[src/rtl/variable_pkg.sv]
// Shared game constants and types for the power/launch path.
package variable_pkg;

  localparam logic PLAYER_1 = 1'b0;
  localparam logic PLAYER_2 = 1'b1;

  localparam int unsigned POWER_W   = 4;
  localparam logic [2:0]  POWER_HDR = 3'b101;

  typedef enum logic [2:0] {
    IDLE,
    CHARGE,
    LAUNCH,
    SEND,
    WAIT_TURN
  } charge_state_t;

  // One-byte link frame carrying a launch power.
  typedef struct packed {
    logic [2:0]         hdr;
    logic               player;
    logic [POWER_W-1:0] power;
  } power_frame_t;

  function automatic power_frame_t make_frame(input logic player,
                                              input logic [POWER_W-1:0] pwr);
    power_frame_t f;
    f.hdr    = POWER_HDR;
    f.player = player;
    f.power  = pwr;
    return f;
  endfunction

endpackage

[src/rtl/power_charge_tick_gen.sv]
// Free-running divider: one-cycle tick every DIV cycles after clr is released.
module tick_gen #(
  parameter int unsigned DIV = 6_000_000
) (
  input  logic clk60MHz,
  input  logic rst_n,
  input  logic clr,
  output logic tick
);

  localparam int unsigned CNT_W = $clog2(DIV);

  logic [CNT_W-1:0] cnt_q;
  logic [CNT_W-1:0] cnt_d;

  always_comb begin
    tick  = (cnt_q == CNT_W'(DIV - 1));
    cnt_d = cnt_q + CNT_W'(1);
    if (clr || tick) begin
      cnt_d = '0;
    end
  end

  always_ff @(posedge clk60MHz or negedge rst_n) begin
    if (!rst_n) begin
      cnt_q <= '0;
    end else begin
      cnt_q <= cnt_d;
    end
  end

endmodule

[src/rtl/power_charge.sv]
// Shot-power generator: ramp while fire is held, launch and send a power frame on release.
// POWER_PINGPONG_EN selects up/down sweeping instead of saturating at POWER_MAX.
module power_charge
  import variable_pkg::*;
#(
  parameter int unsigned TICK_DIV  = 6_000_000,
  parameter int unsigned POWER_MAX = 15
) (
  input  logic               clk60MHz,
  input  logic               rst_n,
  input  logic               btn_fire,
  input  logic               turn,
  input  logic               current_player,
  input  logic               tx_ready,
  output logic [POWER_W-1:0] power,
  output logic               fire,
  output logic [7:0]         tx_data,
  output logic               tx_valid,
  output logic               busy
);

  localparam logic [POWER_W-1:0] PMAX = POWER_W'(POWER_MAX);

  charge_state_t      state_q, state_d;
  logic [POWER_W-1:0] power_q, power_d;
  power_frame_t       tx_data_q, tx_data_d;
  logic               fire_q, fire_d;
  logic               tx_valid_q, tx_valid_d;
  logic               busy_q, busy_d;
  logic               btn_s_q, btn_prev_q;
  logic               my_turn, btn_rise, tick, tick_clr;
`ifdef POWER_PINGPONG_EN
  logic               dir_q, dir_d;
`endif

  // Counter only runs while charging, so the first step lands TICK_DIV cycles after entry.
  assign tick_clr = (state_q != CHARGE);

  tick_gen #(
    .DIV (TICK_DIV)
  ) u_tick_gen (
    .clk60MHz (clk60MHz),
    .rst_n    (rst_n),
    .clr      (tick_clr),
    .tick     (tick)
  );

  always_comb begin
    state_d   = state_q;
    power_d   = power_q;
    tx_data_d = tx_data_q;
`ifdef POWER_PINGPONG_EN
    dir_d     = dir_q;
`endif
    my_turn   = (turn == current_player);
    btn_rise  = btn_s_q & ~btn_prev_q;

    unique case (state_q)
      IDLE: begin
        if (btn_rise && my_turn) begin
          state_d = CHARGE;
          power_d = POWER_W'(1);
`ifdef POWER_PINGPONG_EN
          dir_d   = 1'b0;
`endif
        end
      end
      CHARGE: begin
        // Losing the turn beats release; release beats a coincident tick.
        if (!my_turn) begin
          state_d = IDLE;
          power_d = '0;
        end else if (!btn_s_q) begin
          state_d = LAUNCH;
        end else if (tick) begin
`ifdef POWER_PINGPONG_EN
          if (!dir_q) begin
            if (power_q >= PMAX) begin
              power_d = PMAX - POWER_W'(1);
              dir_d   = 1'b1;
            end else begin
              power_d = power_q + POWER_W'(1);
            end
          end else begin
            if (power_q <= POWER_W'(1)) begin
              power_d = POWER_W'(2);
              dir_d   = 1'b0;
            end else begin
              power_d = power_q - POWER_W'(1);
            end
          end
`else
          if (power_q < PMAX) begin
            power_d = power_q + POWER_W'(1);
          end
`endif
        end
      end
      LAUNCH: begin
        state_d   = SEND;
        tx_data_d = make_frame(current_player, power_q);
      end
      SEND: begin
        if (tx_valid_q && tx_ready) begin
          state_d = WAIT_TURN;
        end
      end
      WAIT_TURN: begin
        if (!my_turn) begin
          state_d = IDLE;
        end
      end
      default: begin
        state_d = IDLE;
      end
    endcase

    fire_d     = (state_d == LAUNCH);
    tx_valid_d = (state_d == SEND);
    busy_d     = (state_d != IDLE);
  end

  // Edge detector resets high so a button held through reset never starts a charge.
  always_ff @(posedge clk60MHz or negedge rst_n) begin
    if (!rst_n) begin
      state_q    <= IDLE;
      power_q    <= '0;
      tx_data_q  <= '0;
      fire_q     <= 1'b0;
      tx_valid_q <= 1'b0;
      busy_q     <= 1'b0;
      btn_s_q    <= 1'b1;
      btn_prev_q <= 1'b1;
`ifdef POWER_PINGPONG_EN
      dir_q      <= 1'b0;
`endif
    end else begin
      state_q    <= state_d;
      power_q    <= power_d;
      tx_data_q  <= tx_data_d;
      fire_q     <= fire_d;
      tx_valid_q <= tx_valid_d;
      busy_q     <= busy_d;
      btn_s_q    <= btn_fire;
      btn_prev_q <= btn_s_q;
`ifdef POWER_PINGPONG_EN
      dir_q      <= dir_d;
`endif
    end
  end

  assign power    = power_q;
  assign fire     = fire_q;
  assign tx_data  = tx_data_q;
  assign tx_valid = tx_valid_q;
  assign busy     = busy_q;

endmodule

[config.mk]
export PLATFORM = sky130hd
export DESIGN_NAME = power_charge
export DESIGN_NICKNAME = d
export VERILOG_FILES = /design/src/rtl/variable_pkg.sv /design/src/rtl/power_charge_tick_gen.sv /design/src/rtl/power_charge.sv
export SDC_FILE = /design/constraint.sdc
export NUM_CORES = 1
export LEC_CHECK = 0
export ABC_AREA = 1
export CAP_MARGIN = 20
export CELL_PAD_IN_SITES_DETAIL_PLACEMENT = 0
export CELL_PAD_IN_SITES_GLOBAL_PLACEMENT = 1
export CORE_ASPECT_RATIO = 2
export CORE_MARGIN = 3
export CORE_UTILIZATION = 45
export DETAILED_ROUTE_END_ITERATION = 8
export GPL_TIMING_DRIVEN = 0
export PLACE_DENSITY = 0.9
export SYNTH_ARGS = -nofsm -noshare
export SYNTH_HDL_FRONTEND = slang
export SYNTH_SLANG_ARGS = --single-unit
[constraint.sdc]
create_clock -name clk60MHz -period 2.9 [get_ports clk60MHz]
set_input_delay 0.58 -clock clk60MHz [delete_from_list [all_inputs] [get_ports clk60MHz]]
set_output_delay 0.58 -clock clk60MHz [all_outputs]
set_load 0.005 [all_outputs]
==> flow_metrics.py, run 1 <==
metrics = {
    "setup_path": {
        "crit_path_start": "power[0]",
        "cp-end-kind": "output pin",
        "crit_slowest_cell": "clkdlybuf4s50_1",
        "r2r_cells": 9,
        "cp_num_cells": 1,
        "critical_path_required_ns": 2.32,
        "crit_chain": "clkdlybuf4s50_1",
        "max_stage_delay_ns": 0.54,
        "critPathMaxFanout": 6,
        "startpoint_type": "flip-flop",
        "critical_path_class": "reg2out",
        "worst-path-buf-inv": 1,
        "critPathTopFamily": "buffers and inverters",
        "arrival_ns": 1.27,
        "rr_endpoint": "u_tick_gen.cnt_q[18]",
        "r2r_slack_ns": 1.16,
        "timing.rr.start": "u_tick_gen.cnt_q[0]",
    },
    "routing": {
        "drt_pass1_iterations": 4,
        "ant_nets": 0,
        "vias_per_cell": 5.14,
        "drtIter0Drc": 46,
        "wire_per_inst_um": 14.5,
        "drc": 0,
        "routed_wl_mm": 5.28,
        "num_vias": 1876,
    },
    "finish": {
        "fill_cells": 449,
        "nNetsFinal": 317,
        "areaGrowthSynthToFinish_pct": 15.7,
        "design_area_um2": 2610,
        "drive_above_1_share_pct": 15.8,
        "final_core_util_pct": 55.1,
        "diodes": 0,
    },
    "global_route": {
        "antenna_found_initial": 0,
        "top_usage_layer": "met2",
        "grt_pass1_vias": 1965,
        "overflow": 0,
        "grt_usage_pct": 19.3,
        "grt_max_degree": 32,
        "grt.met3_usage_pct": 3.04,
        "met1_usage_pct": 18.4,
        "grt_pass1_wl_mm": 8.96,
        "grt_use_met2_pct": 38.0,
    },
    "worst_hold_path": {
        "min_path_type": "in2async",
    },
    "synth": {
        "synth_nets": 290,
        "synth.ff_latch_count": 41,
        "synth.most_common_cell": "nand2_1",
        "synth.avg_cell_area_um2": 7.99,
        "netlist_area_um2": 2250,
        "synth_edf_count": 0,
        "yosysTopAreaCell": "dfrtp_1",
        "synthTopCellsByArea": "dfrtp_1 (43%), nand2_1 (12%), nor2_1 (5.8%), inv_1 (5.2%), nor2_2 (5.0%)",
        "ys_seq_area_share_pct": 45.6,
        "synth_common_cells": "nand2_1 (73), dfrtp_1 (39), nor2_1 (35)",
        "synthCells": 282,
        "yosysWarnings": 0,
        "synth.distinct_cells": 31,
        "synthFlopType": "dfrtp_1",
        "synth_top_area_share_pct": 43.3,
        "postSynth.asyncResetShare_pct": 100,
    },
    "run_status": {
        "status": "finished clean",
    },
    "pwr": {
        "p_per_area_nw_per_um2": 620,
        "clock_power_share_pct": 22.4,
        "pwr-share-seq_pct": 44.6,
        "switching_share_pct": 34.4,
        "p_comb_share_pct": 33.0,
        "vdd_drop_max_mv": 0.497,
        "switchingPower_w": 0.000557,
        "p_int_w": 0.00106,
        "cellLeakagePower_nw": 1.07,
    },
    "floorplan": {
        "die_y_um": 106,
        "die_w_um": 56.0,
        "start_util_pct": 47.6,
        "dieArea_um2": 5940,
        "num_rows": 35,
        "core_um2": 4730,
        "io_pins": 21,
    },
    "clock_network": {
        "cts_root_buffer": "clkbuf_8",
        "post_cts_buffers": 0,
        "ctsHoldBuffers": 0,
        "cts_tree": "done",
        "ctsHtreeMaxLevel": 2,
        "cts_made_buffers": 5,
        "clockBufferDepth": 2,
        "clk_pin_slew_worst_paths_ns": 0.08,
        "clock_latency_ns": 0.29,
        "clock_sinks": 41,
        "post_cts_resized": 0,
    },
    "flow_run": {
        "cap_viol_max_count": 0,
    },
    "timing": {
        "fin_hold_ws_ns": 0.158,
        "slew_viol_final": 0,
        "setup_violations": 0,
        "rsz0062_at_grt": "no",
        "final.period_utilization_pct": 63.8,
        "finalSetupTns_ns": 0,
        "period_needed_ns": 1.85,
        "fmax_mhz": 541,
        "finalHoldViolations": 0,
        "skew_ns": 0.00891,
    },
    "place": {
        "place_area_um2": 2530,
        "gp_congestion": 0.921,
        "io_buffers": 19,
        "dpl.hpwl_mm": 4.17,
    },
}
[power by group through the flow]
stage	logic (W)	clock network [W]	registers [W]
final	0.000533	0.000362	0.000721
after global routing	0.000599	0.000394	0.000733
after CTS	0.000543	0.000370	0.000722
after detailed placement	0.000541	0	0.000731
after global placement	0.000533	0	0.000730
after floorplan	0.000331	0	0.000724
[cell type report]
| class | instances | area [µm²] | share of cell area, % |
|---|---|---|---|
| buffer | 4 | 55.1 | 2.11 |
| inverter | 33 | 124 | 4.75 |
| clock buffer | 8 | 80.1 | 3.07 |
| timing repair buffer | 20 | 205 | 7.87 |
| sequential | 41 | 1030 | 39.4 |
| tap | 55 | 68.8 | 2.64 |
| multi-input combinational | 204 | 1050 | 40.1 |
[routing by layer]
| metal | part of all wire [%] | wire length [µm] |
|---|---|---|
| met4 | 3.9 | 206 |
| met5 | 0 | 0 |
| met1 | 34 | 1800 |
| met2 | 59 | 3110 |
| met3 | 3.1 | 165 |
[cell usage in the layout, fill, tap and decap left out, types with 2 or more instances in the layout]
cell,count
a21oi_1,5
nor2_2,18
xnor2_1,4
buf_12,3
inv_2,2
dfrtp_1,39
nor2_4,2
clkbuf_1,3
dfstp_2,2
inv_1,31
clkbuf_8,5
xor2_1,6
ha_1,2
nand2_1,73
o21ai_0,5
clkdlybuf4s50_1,18
and2_1,2
nor3_1,7
nor2_1,35
nand2_2,4
nand3_2,3
nand3_1,19
buf_4,2
nor3_2,4
nand4_1,6
[registers in the layout (all words and copies together), names as in the netlist]
signal	cells
power	4
state_q	3
busy	1
tx_valid	1
btn_s_q	1
tx_data	6
btn_prev_q	1
fire	1
u_tick_gen.cnt_q	23
[logic make-up after synthesis]
kind of cell / count (synthesis) / synth area share, %
DFF: 41 / 45.6
and+or+nand+nor: 178 / 38.1
buffers and inverters: 37 / 7.94
adders and majority gates: 2 / 1.11
other: 1 / 0.166
AOI/OAI and AO/OA: 13 / 3.11
xor gates and xnor gates: 10 / 3.89
[through the flow]
stage | worst slack, ns | power [W] | std cells
5_1_grt | 0.974 | 0.00173 | 365
3_5_place_dp | 0.844 | 0.00127 | 357
6_report | 1.05 | 0.00162 | 365
2_1_floorplan | 1.42 | 0.00106 | 282
3_3_place_gp | 0.181 | 0.00126 | 356
4_1_cts | 1.03 | 0.00163 | 365
[how the worst max path moves through the flow]
| stage | endpoint | slack [ns] |
|---|---|---|
| 5_1_grt | power[0] | 0.97 |
| 4_1_cts | power[0] | 1.03 |
| 3_5_place_dp | power[3] | 0.84 |
| 2_1_floorplan | u_tick_gen.cnt_q[20] | 1.42 |
| 6_report | power[0] | 1.05 |
| 3_3_place_gp | tx_data[1] | 0.18 |
Note: power is estimated with default switching activity, not from simulation.
==> run 2: changes to the inputs <==
--- a/config.mk
+++ b/config.mk
@@ -11,10 +11,10 @@
 export CELL_PAD_IN_SITES_GLOBAL_PLACEMENT = 1
 export CORE_ASPECT_RATIO = 2
 export CORE_MARGIN = 3
-export CORE_UTILIZATION = 45
+export CORE_UTILIZATION = 42
 export DETAILED_ROUTE_END_ITERATION = 8
 export GPL_TIMING_DRIVEN = 0
-export PLACE_DENSITY = 0.9
+export PLACE_DENSITY = 0.85
 export SYNTH_ARGS = -nofsm -noshare
 export SYNTH_HDL_FRONTEND = slang
 export SYNTH_SLANG_ARGS = --single-unit
==> constraint.sdc (replaced) <==
create_clock -name clk60MHz -period 1.9 [get_ports clk60MHz]
set_input_delay 0.38 -clock clk60MHz [delete_from_list [all_inputs] [get_ports clk60MHz]]
set_output_delay 0.38 -clock clk60MHz [all_outputs]
set_load 0.005 [all_outputs]
==> flow_metrics.py, run 2 (synthesis results as in run 1) <==
metrics = {
    "clock_network": {
        "ctsHtreeMaxLevel": 2,
        "clock_latency_ns": 0.30,
        "clk_pin_slew_worst_paths_ns": 0.08,
        "clock_sinks": 41,
        "clockBufferDepth": 2,
        "cts_root_buffer": "clkbuf_8",
        "cts_tree": "done",
        "cts_made_buffers": 5,
        "post_cts_buffers": 0,
    },
    "pwr": {
        "cellLeakagePower_nw": 1.07,
        "p_per_area_nw_per_um2": 939,
        "p_total_w": 0.00246,
        "vdd_drop_max_mv": 1.05,
    },
    "routing": {
        "drc": 0,
        "drt_pass1_iterations": 4,
        "routed_wl_mm": 5.33,
        "vias_per_cell": 5.08,
        "drtIter0Drc": 56,
        "num_vias": 1876,
        "ant_nets": 0,
        "wire_per_inst_um": 14.4,
    },
    "timing": {
        "setup_violations": 0,
        "rsz0062_at_grt": "no",
        "finalHoldViolations": 0,
        "slew_viol_final": 0,
        "skew_ns": 0.00976,
        "fmax_mhz": 590,
        "final.period_utilization_pct": 89.1,
        "period_needed_ns": 1.69,
        "fin_hold_ws_ns": 0.381,
        "setup_ws_ns": 0.206,
    },
    "finish": {
        "diodes": 0,
        "final_cell_mix": "nand2_1 (73), dfrtp_1 (38), nor2_1 (35), inv_1 (31), nand3_1 (19)",
        "layout_commonest_cell": "nand2_1",
        "final_core_util_pct": 50.6,
        "fill_cells": 532,
        "areaGrowthSynthToFinish_pct": 16.4,
        "top_register": "u_tick_gen.cnt_q",
        "drive_above_1_share_pct": 16.1,
        "nNetsFinal": 318,
        "largest_reg_flops": 23,
    },
    "global_route": {
        "grt_usage_pct": 19.4,
        "grt_pass1_vias": 1926,
        "grt_pass1_wl_mm": 9.07,
        "overflow": 0,
        "grt_max_degree": 31,
        "antenna_found_initial": 0,
    },
    "place": {
        "preCtsSetupSlack_ns": 0.0280,
        "dpl.hpwl_mm": 4.24,
        "gp_congestion": 0.901,
        "io_buffers": 19,
    },
    "floorplan": {
        "core_um2": 5180,
        "io_pins": 21,
        "start_util_pct": 43.5,
        "die_y_um": 110,
        "num_rows": 37,
        "die_w_um": 57.8,
        "dieArea_um2": 6330,
    },
    "setup_path": {
        "startpoint_type": "flip-flop",
        "critPathMaxFanout": 10,
        "critPathTopFamily": "simple AND/OR/NAND/NOR gates",
        "cp-end-kind": "flip-flop",
        "max_stage_delay_ns": 0.43,
        "crit_slowest_cell": "dfrtp_2",
        "critical_path_class": "reg2reg",
        "arrival_ns": 1.88,
        "critical_path_required_ns": 2.08,
        "crit_top_cell": "nor2_2",
        "worst-path-buf-inv": 1,
        "crit_chain": "ha_1 -> nand2_2 -> nor2_4 -> nand3_2 -> nor2_2 -> nand2_1 -> nand2_4 -> buf_12 -> nor2_2",
    },
    "run_status": {
        "status": "finished clean",
    },
    "flow_run": {
        "cap_viol_max_count": 0,
    },
    "worst_hold_path": {
        "min_path_type": "reg2reg",
    },
}
## run 2: cell count changes in the layout (fill, tap and decap cells not counted), sizes merged
cell	delta
dlygate4sd3	+1
## run 2: layout make-up
class,instances,area (µm²),share of cell area [%]
plain buffers,4,55.1,2.10
clock buffers,8,80.1,3.05
inverters,33,124,4.72
multi-input cells,204,1050,39.9
flip-flops and latches,41,1030,39.3
well taps,58,72.6,2.77
repair buffers,21,215,8.21
## run 2: power breakdown
| part | internal [W] | total [W] | switching (W) |
|---|---|---|---|
| sequential | 0.000996 | 0.00110 | 0.000109 |
| clock | 0.000261 | 0.000548 | 0.000286 |
| combinational | 0.000362 | 0.000811 | 0.000449 |
| total | 0.00162 | 0.00246 | 0.000844 |
## run 2: what timing repair did
item                                    CTS  global route
gates resized for setup                   0             1
endpoints found under the setup margin    0             5
endpoints found under the hold margin    11             0
hold buffers                              1             0
## run 2: per-layer routing
layer,wire length (µm),track usage [%],vias up
met3,147,4.00,16
met4,250,11.1,0
met1,1790,17.8,889
met2,3140,37.6,36
li1,-,-,935
met5,0,0,-
## run 2: final timing paths
check | from | endpoint | slack, ns | depth (start not counted)
min in group asynchronous | rst_n | u_tick_gen.cnt_q[4] | 0.49 | 2
worst min register to register | btn_s_q | btn_prev_q | 0.38 | 0
worst max register to register | u_tick_gen.cnt_q[0] | u_tick_gen.cnt_q[18] | 0.21 | 9
worst max-delay path | u_tick_gen.cnt_q[0] | u_tick_gen.cnt_q[18] | 0.21 | 9
max in group asynchronous | rst_n | btn_s_q | 0.87 | 3
worst min-delay path | btn_s_q | btn_prev_q | 0.38 | 0
## run 2: per-stage QoR
| stage | area, µm² | std cells | setup TNS (ns) |
|---|---|---|---|
| after floorplan | 2250 | 282 | 0 |
| after global placement | 2520 | 359 | -25.71 |
| after detailed placement | 2530 | 360 | 0 |
| after CTS | 2620 | 369 | 0 |
| after global routing | 2620 | 369 | 0 |
| final | 2620 | 369 | 0 |
